### src/rtl/sseg4_decoder.sv
// Recovers the 4-digit value shown on a multiplexed, active-low seven-segment display.
// Digits are accepted after STABLE_CYCLES equal samples; a full frame is published with a one-cycle valid.
module sseg4_decoder #(
  parameter int unsigned STABLE_CYCLES = 4
) (
  input  logic        clk,
  input  logic        reset,
  input  logic [6:0]  seg,
  input  logic        dp,
  input  logic [3:0]  an,
  output logic [15:0] data,
  output logic        sign,
  output logic        err,
  output logic        valid
);

  typedef enum logic {COLLECT, PUBLISH} state_t;

  typedef struct packed {
    logic       ok;
    logic [3:0] nib;
  } dec_t;

  localparam logic [7:0] CNT_MAX = 8'(STABLE_CYCLES);
  localparam logic [7:0] CNT_HIT = 8'(STABLE_CYCLES - 1);
  localparam logic [6:0] SEG_MINUS = 7'b0111111;

  function automatic dec_t decode_seg(input logic [6:0] s);
    dec_t r;
    r.ok = 1'b1;
    case (s)
      7'b1000000: r.nib = 4'h0;
      7'b1111001: r.nib = 4'h1;
      7'b0100100: r.nib = 4'h2;
      7'b0110000: r.nib = 4'h3;
      7'b0011001: r.nib = 4'h4;
      7'b0010010: r.nib = 4'h5;
      7'b0000010: r.nib = 4'h6;
      7'b1111000: r.nib = 4'h7;
      7'b0000000: r.nib = 4'h8;
      7'b0010000: r.nib = 4'h9;
      7'b0001000: r.nib = 4'hA;
      7'b0000011: r.nib = 4'hB;
      7'b1000110: r.nib = 4'hC;
      7'b0100001: r.nib = 4'hD;
      7'b0000110: r.nib = 4'hE;
      7'b0001110: r.nib = 4'hF;
      default: begin
        r.ok  = 1'b0;
        r.nib = 4'h0;
      end
    endcase
    return r;
  endfunction

  // The decimal point carries no information for the recovered value.
  logic unused_dp;
  assign unused_dp = dp;

  state_t      state_q, state_d;
  logic [6:0]  s_seg_q, s_seg_d;
  logic [3:0]  s_an_q, s_an_d;
  logic [7:0]  cnt_q, cnt_d;
  logic [3:0]  seen_q, seen_d;
  logic [15:0] pend_data_q, pend_data_d;
  logic        pend_sign_q, pend_sign_d;
  logic        pend_err_q, pend_err_d;
  logic [15:0] data_q, data_d;
  logic        sign_q, sign_d;
  logic        err_q, err_d;
  logic        valid_q, valid_d;

  logic        diff;
  logic        an_ok;
  logic [1:0]  digit;
  logic        commit;
  dec_t        dec;

  always_comb begin
    // NOTE: every signal gets a default first so no path can infer a latch.
    an_ok = 1'b1;
    digit = 2'd0;
    case (s_an_q)
      4'b1110: digit = 2'd0;
      4'b1101: digit = 2'd1;
      4'b1011: digit = 2'd2;
      4'b0111: digit = 2'd3;
      default: an_ok = 1'b0;
    endcase

    diff    = (seg != s_seg_q) || (an != s_an_q);
    s_seg_d = seg;
    s_an_d  = an;

    if (diff)                  cnt_d = 8'd0;
    else if (cnt_q == CNT_MAX) cnt_d = cnt_q;
    else                       cnt_d = cnt_q + 8'd1;

    // Saturation above CNT_HIT guarantees a single commit per stable period.
    commit = !diff && an_ok && (cnt_d == CNT_HIT);
    dec    = decode_seg(s_seg_q);

    seen_d      = seen_q;
    pend_data_d = pend_data_q;
    pend_sign_d = pend_sign_q;
    pend_err_d  = pend_err_q;

    if (state_q == PUBLISH) begin
      seen_d      = 4'h0;
      pend_sign_d = 1'b0;
      pend_err_d  = 1'b0;
    end

    // Applied after the clear so a commit during PUBLISH lands in the new frame.
    if (commit) begin
      seen_d[digit] = 1'b1;
      if (digit == 2'd3 && s_seg_q == SEG_MINUS) begin
        pend_data_d[{digit, 2'b00} +: 4] = 4'h0;
        pend_sign_d = 1'b1;
      end else begin
        if (digit == 2'd3) pend_sign_d = 1'b0;
        pend_data_d[{digit, 2'b00} +: 4] = dec.nib;
        if (!dec.ok) pend_err_d = 1'b1;
      end
    end

    state_d = COLLECT;
    if (state_q == COLLECT && seen_q == 4'hF) state_d = PUBLISH;

    data_d  = data_q;
    sign_d  = sign_q;
    err_d   = err_q;
    valid_d = (state_d == PUBLISH);
    if (state_d == PUBLISH) begin
      data_d = pend_data_d;
      sign_d = pend_sign_d;
      err_d  = pend_err_d;
    end
  end

  // NOTE: sequential state uses non-blocking assignments so all flops update together.
  always_ff @(posedge clk or posedge reset) begin
    if (reset) begin
      state_q     <= COLLECT;
      s_seg_q     <= 7'h7F;
      s_an_q      <= 4'hF;
      cnt_q       <= 8'd0;
      seen_q      <= 4'h0;
      pend_data_q <= 16'h0;
      pend_sign_q <= 1'b0;
      pend_err_q  <= 1'b0;
      data_q      <= 16'h0;
      sign_q      <= 1'b0;
      err_q       <= 1'b0;
      valid_q     <= 1'b0;
    end else begin
      state_q     <= state_d;
      s_seg_q     <= s_seg_d;
      s_an_q      <= s_an_d;
      cnt_q       <= cnt_d;
      seen_q      <= seen_d;
      pend_data_q <= pend_data_d;
      pend_sign_q <= pend_sign_d;
      pend_err_q  <= pend_err_d;
      data_q      <= data_d;
      sign_q      <= sign_d;
      err_q       <= err_d;
      valid_q     <= valid_d;
    end
  end

  assign data  = data_q;
  assign sign  = sign_q;
  assign err   = err_q;
  assign valid = valid_q;

endmodule

### config.mk
export PLATFORM = sky130hd
export DESIGN_NAME = sseg4_decoder
export DESIGN_NICKNAME = d
export VERILOG_FILES = /design/src/rtl/sseg4_decoder.sv
export SDC_FILE = /design/constraint.sdc
export NUM_CORES = 1
export LEC_CHECK = 0
export ABC_AREA = 1
export CAP_MARGIN = 15
export CORE_ASPECT_RATIO = 0.7
export CORE_MARGIN = 2
export CORE_UTILIZATION = 30
export DETAILED_ROUTE_END_ITERATION = 6
export HOLD_SLACK_MARGIN = 0.05
export SETUP_SLACK_MARGIN = 0.5
export SLEW_MARGIN = 20
export SYNTH_ARGS = -nofsm -noshare
export SYNTH_HDL_FRONTEND = slang
export SYNTH_SLANG_ARGS = --single-unit
### constraint.sdc
create_clock -name clk -period 3.3 [get_ports clk]
set_clock_uncertainty 0.1 [all_clocks]
set_input_delay 0.825 -clock clk [delete_from_list [all_inputs] [get_ports clk]]
set_output_delay 0.825 -clock clk [all_outputs]
set_load 0.05 [all_outputs]
==> results of run 1 <==
==> timing repair <==
action / 4_1_cts / 5_1_grt
gates cloned: 0 / 2
pin swaps: 0 / 8
resized for setup: 2 / 25
endpoints found under the setup margin: 22 / 31
setup buffers: 0 / 5
==> how the worst max path moves through the flow <==
| stage | startpoint | end | slack, ns | cells after the start |
|---|---|---|---|---|
| floorplan | reset | cnt_q[0] | 0.91 | 1 |
| global placement | seg[2] | err | 0.08 | 13 |
| detailed placement | seg[2] | err | -0.01 | 13 |
| CTS | an[0] | data[8] | 0.55 | 15 |
| global route | seg[1] | data[8] | 0.48 | 13 |
| finish | seg[1] | data[0] | 0.59 | 13 |
==> cell type report <==
class | count | area (um2) | area share [%]
Multi-Input combinational cell | 366 | 1750 | 39.6
Clock buffer | 11 | 243 | 5.48
Timing Repair Buffer | 42 | 429 | 9.70
Tap cell | 153 | 191 | 4.33
Inverter | 65 | 244 | 5.51
Clock inverter | 5 | 52.6 | 1.19
Sequential cell | 60 | 1520 | 34.2
==> layer usage <==
metal	wire length [um]	part of all wire (%)
met3	412	4.9
met1	4320	51
met4	95	1.1
met2	3570	42
met5	0	0
==> state kept, by name, indices dropped and copies added, names as in the netlist <==
signal / count
valid: 1
pend_err_q: 1
s_seg_q: 7
s_an_q: 4
seen_q: 4
pend_data_q: 16
data: 16
pend_sign_q: 1
err: 1
sign: 1
cnt_q: 8
==> cell usage in the layout, fill, tap and decap left out, drive strengths merged, types with 7 or more instances in the layout <==
cell type      Yosys  layout
nor2              56      57
nand3             38      38
dfrtp             49      49
clkdlybuf4s50      0      25
nand2            218     218
dfstp             11      11
clkbuf             1      11
inv               64      64
buf                6      11
nand4             15      15
ha                 7       7
o21ai              9       9
==> report_power, final <==
group | internal, mW | switching (mW) | total, mW
Clock | 0.600 | 0.322 | 0.922
Sequential | 0.750 | 0.00857 | 0.758
Combinational | 0.0435 | 0.0804 | 0.124
==> cells by family after synthesis <==
| family | count (synthesis) | synth area share (%) |
|---|---|---|
| adders and majority gates | 7 | 2.51 |
| buffers and inverters | 72 | 8.57 |
| DFF | 60 | 43.4 |
| and+or+nand+nor | 335 | 41.3 |
| AOI/OAI and AO/OA | 17 | 2.65 |
| xor gates and xnor gates | 6 | 1.51 |
==> critical path: cells and delay by family <==
family,cells,cell delay (ns)
buffers and inverters,2,0.67
xor gates and xnor gates,1,0.14
and+or+nand+nor,10,1.23
==> cells in the mapped netlist, types with 2 or more instances <==
library cell,instances,share of area (%)
nand2_1,208,22
inv_1,63,6.8
nor2_1,50,5.4
dfrtp_1,49,35
nand3_1,36,5.2
nand4_1,15,2.7
dfstp_2,11,8.3
nand2_2,10,1.8
o21ai_0,8,1.1
ha_1,7,2.5
xnor2_1,6,1.5
a21oi_1,5,0.72
nand3b_1,4,0.86
nor2_4,4,1.3
buf_6,3,0.97
nor3_1,3,0.43
buf_2,2,0.29
nor2_2,2,0.36
o21bai_1,2,0.43
==> stage by stage <==
step | hold slack, ns | std cells | TNS, ns
floorplan | 0.338 | 497 | 0
CTS | 0.376 | 695 | 0
global route | 0.391 | 702 | 0
finish | 0.370 | 702 | 0
global placement | 0.357 | 679 | 0
detailed placement | 0.361 | 679 | -0.0498
==> reports/results.tsv, run 1 <==
metric	value	unit
antenna_found_initial	0	
fill_cells	1155	
synth-main-ff-cell	dfrtp_1	
htreeDepth	3	
p_total	1.80	mW
async_reset_ff_share	100	%
clock_path_buffers	2	
timing.rr.start	s_an_q[3]	
rrSetupSlack	0.71	ns
irDropWorstVdd	0.252	mV
cap_viol_max_count	0	
met3_usage	3.40	%
min_period	2.71	ns
grt_util_met1	19.7	%
slew_viol_final	0	
status	complete, no violations	
drt_first_iter_violations	232	
critical_path_class	input port to flop	
synth_warnings	0	
hp-class	flop to flop	
final_util	39.6	%
place_area	0.00399	mm2
clkLatencyLatePin	0.32	ns
die_y	94.2	um
die_area	0.0125	mm2
ys_seq_elements	60	
synth-seq-area-share	43.4	%
cp_common_cell	nand2_1	
grt_usage	14.1	%
grt_busiest_layer	met2	
nets	565	
rsz0062_at_grt	false	
power_density	408	mW/mm2
drc_errors	0	
drtPass1Iterations	4	
clock.fmax	370	MHz
holdPathEnd	pend_data_q[11]	
cp_slowest_cell	clkdlybuf4s50_1	
wl_per_cell	12.0	um
critPathMaxStageDelay	0.49	ns
synth_edf_count	0	
netlist_area	0.00349	mm2
crit_chain	clkdlybuf4s50_1, xnor2_1, nand3_2, nor2_4, nand2_4, nor2_2, nand2_1, nor2_4, buf_4, nand4_1, nand2_1, nand2_1, nand2_1	
drive_gt1_share	12.9	%
core_area	0.0112	mm2
postSynthCellCount	497	
avgViaCountPerCell	4.47	
gp_congestion	0.903	
grt_first_pass_wirelength	14100	um
r2r_cells	13	
ctsHoldBuffers	0	
r2r_end	data[1]	
syn_avg_cell_area	7.02	um2
startpoint_type	input port	
cts_buffers	9	
fin_crit_sh	82.0	%
rows	32	
dp_hpwl	6150	um
cp.arrival	2.87	ns
grt.overflow.total	0	
die_x	133	um
crit_required	3.47	ns
ant_nets	0	
areaGrowthSynthToFinish	26.9	%
synth_nets	518	
design_area	0.00443	mm2
fin_ws	0.594	ns
cts_root_buffer	clkbuf_16	
met2_usage	21.6	%
dp_slack	-0.0141	ns
wl	8400	um
hp-start	pend_data_q[11]	
crit_path_end_kind	flop	
n_antenna_cell	0	
hold_viol_final	0	
cts_tree	yes	
power.leakage	2.45	nW
holdPathStages	2	
slew_headroom	64.8	%
cts.sinks	60	
tightest_slew	0.526	ns
grt_max_degree	39	
vias	3138	
synth_cell_type_count	28	
final-setup-viol-count	0	
clkTransAtPathRegs	0.05	ns
initial_core_util	31.2	%
numPortBuffers	31	
grt_pass1_vias	3024	
crit_fanout	8	
pin_count	33	
No activity file was read; power rests on OpenSTA's default activity.
==> inputs of run 2 (changes only) <==
- clock period: 3.3 -> 2.7 ns (I/O delays scaled with it)
==> reports/results.tsv, run 2 (synthesized netlist as in run 1, its figures left out) <==
metric	value	unit	change
clock.fmax	426	MHz	
wl	9510	um	+13%
critPathLaunch	seg[1]		
grt_first_pass_wirelength	16000	um	+13%
holdPathStages	1		-1
final-setup-viol-count	0		unchanged
crit_family	simple AND/OR/NAND/NOR gates		
cap_viol_max_count	0		unchanged
dp_slack	-0.207	ns	-0.193 ns
final_cells	753		+7.3%
timing.critical_path.buf_inv	3		+1
dp.cells	694		+2.2%
antenna_found_initial	0		unchanged
clkLatencyLatePin	0.33	ns	about the same
cp.arrival	2.47	ns	-0.40 ns
hp-class	input port to flop		
hold_viol_final	0		unchanged
p_clk_share	49.7	%	-1.4 points
final_util	45.8	%	+6.2 points
core_area	0.0112	mm2	unchanged
drc_errors	0		unchanged
initial_core_util	31.2	%	unchanged
slew_headroom	65.4	%	+0.62 points
rsz0062_at_grt	true		
areaGrowthSynthToFinish	46.7	%	
cts_root_buffer	clkbuf_16		
cts_buffers	9		unchanged
place_area	0.00413	mm2	+3.7%
p_switching	0.538	mW	+31%
p_comb_share	9.2	%	+2.3 points
die_y	94.2	um	unchanged
avgViaCountPerCell	4.53		+1.4%
r2r_cells	14		+1
die_area	0.0125	mm2	unchanged
grt.overflow.total	0		unchanged
startpoint_type	input port		
tightest_slew	0.516	ns	-0.0108 ns
holdWs	0.347	ns	-0.0232 ns
ctsHoldBuffers	0		unchanged
slew_viol_final	0		unchanged
final_common_cell	nand2_1		
pin_count	33		unchanged
rrSetupSlack	0.37	ns	-0.34 ns
drive_gt1_share	34.3	%	+21 points
crit_fanout	6		-2
design_area	0.00512	mm2	+16%
power_density	440	mW/mm2	+7.9%
fill_cells	1074		-7.0%
nets	616		+9.0%
p_int	1.71	mW	+23%
grt_pass1_vias	3310		+9.5%
seq_power_share	41.1	%	-0.9 points
cts_tree	yes		
clock_path_buffers	2		unchanged
critPathMaxStageDelay	0.28	ns	-0.21 ns
rows	32		unchanged
numPortBuffers	31		unchanged
mostFrequentLayoutCells	172 x nand2_1, 49 x dfrtp_1, 48 x inv_1, 44 x buf_4, 43 x nand2_2		
crit_required	2.83	ns	-0.64 ns
drt_first_iter_violations	264		+14%
tns	0	ns	unchanged
p_sw_share	23.9	%	+1.1 points
fin_crit_sh	86.9	%	
ant_nets	0		unchanged
wl_per_cell	12.6	um	+5.6%
r2r_end	pend_data_q[10]		
critical_path_class	input port to flop		
crit_chain	clkdlybuf4s15_2, xnor2_2, nand3_4, nor2_4, buf_12, nand3_4, nor2_4, nand3_4, nand2_2, nand2_2, buf_6		
grt_usage	16.1	%	+2.0 points
power.leakage	2.76	nW	+12%
cp_common_cell	nand3_4		
timing.rr.start	s_seg_q[0]		
n_antenna_cell	0		unchanged
min_period	2.35	ns	
cts.sinks	60		unchanged
cp_num_cells	11		-2
fin_ws	0.353	ns	-0.241 ns
irDropWorstVdd	0.386	mV	+53%
grt_max_degree	42		+7.7%
p_total	2.25	mW	+25%
cp_slowest_cell	nor2_4		
gp_congestion	0.859		-4.9%
dp_hpwl	6170	um	+0.19%
drtPass1Iterations	7		+3
status	complete, no violations		
die_x	133	um	unchanged
clkTransAtPathRegs	0.05	ns	about the same
crit_path_end_kind	flop		
crit_path_end	pend_data_q[10]		
htreeDepth	3		unchanged
vias	3412		+8.7%
[run 2: cell count changes in the layout (fill, tap and decap cells not counted), sizes merged]
cell           before  now
dlymetal6s2s        6    0
clkdlybuf4s50      25    1
inv                64   63
dlygate4sd2         0   19
clkdlybuf4s15       0    5
clkbuf             11   13
buf                11   66
clkinvlp            1    2
[run 2: cell type report]
class                   instances  area (um2)  share of cell area [%]
multi-input cells             366        2030                    39.7
flip-flops and latches         60        1520                    29.6
repair buffers                 93         843                    16.5
inverters                      65         250                    4.89
clock buffers                  11         233                    4.55
well taps                     153         191                    3.74
clock inverters                 5        52.6                    1.03
[run 2: worst min path at each step]
stage,from,endpoint,slack [ns]
2_1_floorplan,pend_data_q[0],pend_data_q[0],0.34
3_3_place_gp,pend_data_q[8],pend_data_q[8],0.35
3_5_place_dp,pend_data_q[8],pend_data_q[8],0.36
4_1_cts,seg[5],s_seg_q[5],0.36
5_1_grt,seg[2],s_seg_q[2],0.34
6_report,seg[3],s_seg_q[3],0.35
[run 2: repair_timing]
action | 4_1_cts | 5_1_grt
setup buffers | 22 | 18
resized for setup | 118 | 57
endpoints found under the setup margin | 59 | 41
pin swaps | 50 | 44
gates cloned | 3 | 0
[run 2: worst register-to-register path: stages (launching register included)]
cell,delay (ns)
dfstp_2,0.54
inv_2,0.04
nand2_1,0.05
nand2_1,0.08
nand3_4,0.12
nor2_4,0.07
buf_12,0.13
buf_16,0.12
nand4_1,0.11
nand2_2,0.09
nor2_4,0.25
nand3_4,0.20
nand2_2,0.13
nand2_2,0.07
buf_6,0.12
[run 2: power groups by stage]
stage          clock (mW)  sequential [mW]  combinational [mW]
2_1_floorplan           0            0.939              0.0975
3_3_place_gp            0            0.940               0.153
3_5_place_dp            0            0.941               0.156
4_1_cts              1.14            0.925               0.186
5_1_grt              1.20            0.926               0.230
6_report             1.12            0.925               0.207
[run 2: per-layer routing]
metal | track usage (%) | part of all wire [%] | vias up
li1 | - | - | 1742
met1 | 22.2 | 49 | 1583
met2 | 24.9 | 46 | 76
met3 | 4.42 | 3.9 | 11
met4 | 4.21 | 0.97 | 0
met5 | 0 | 0 | -
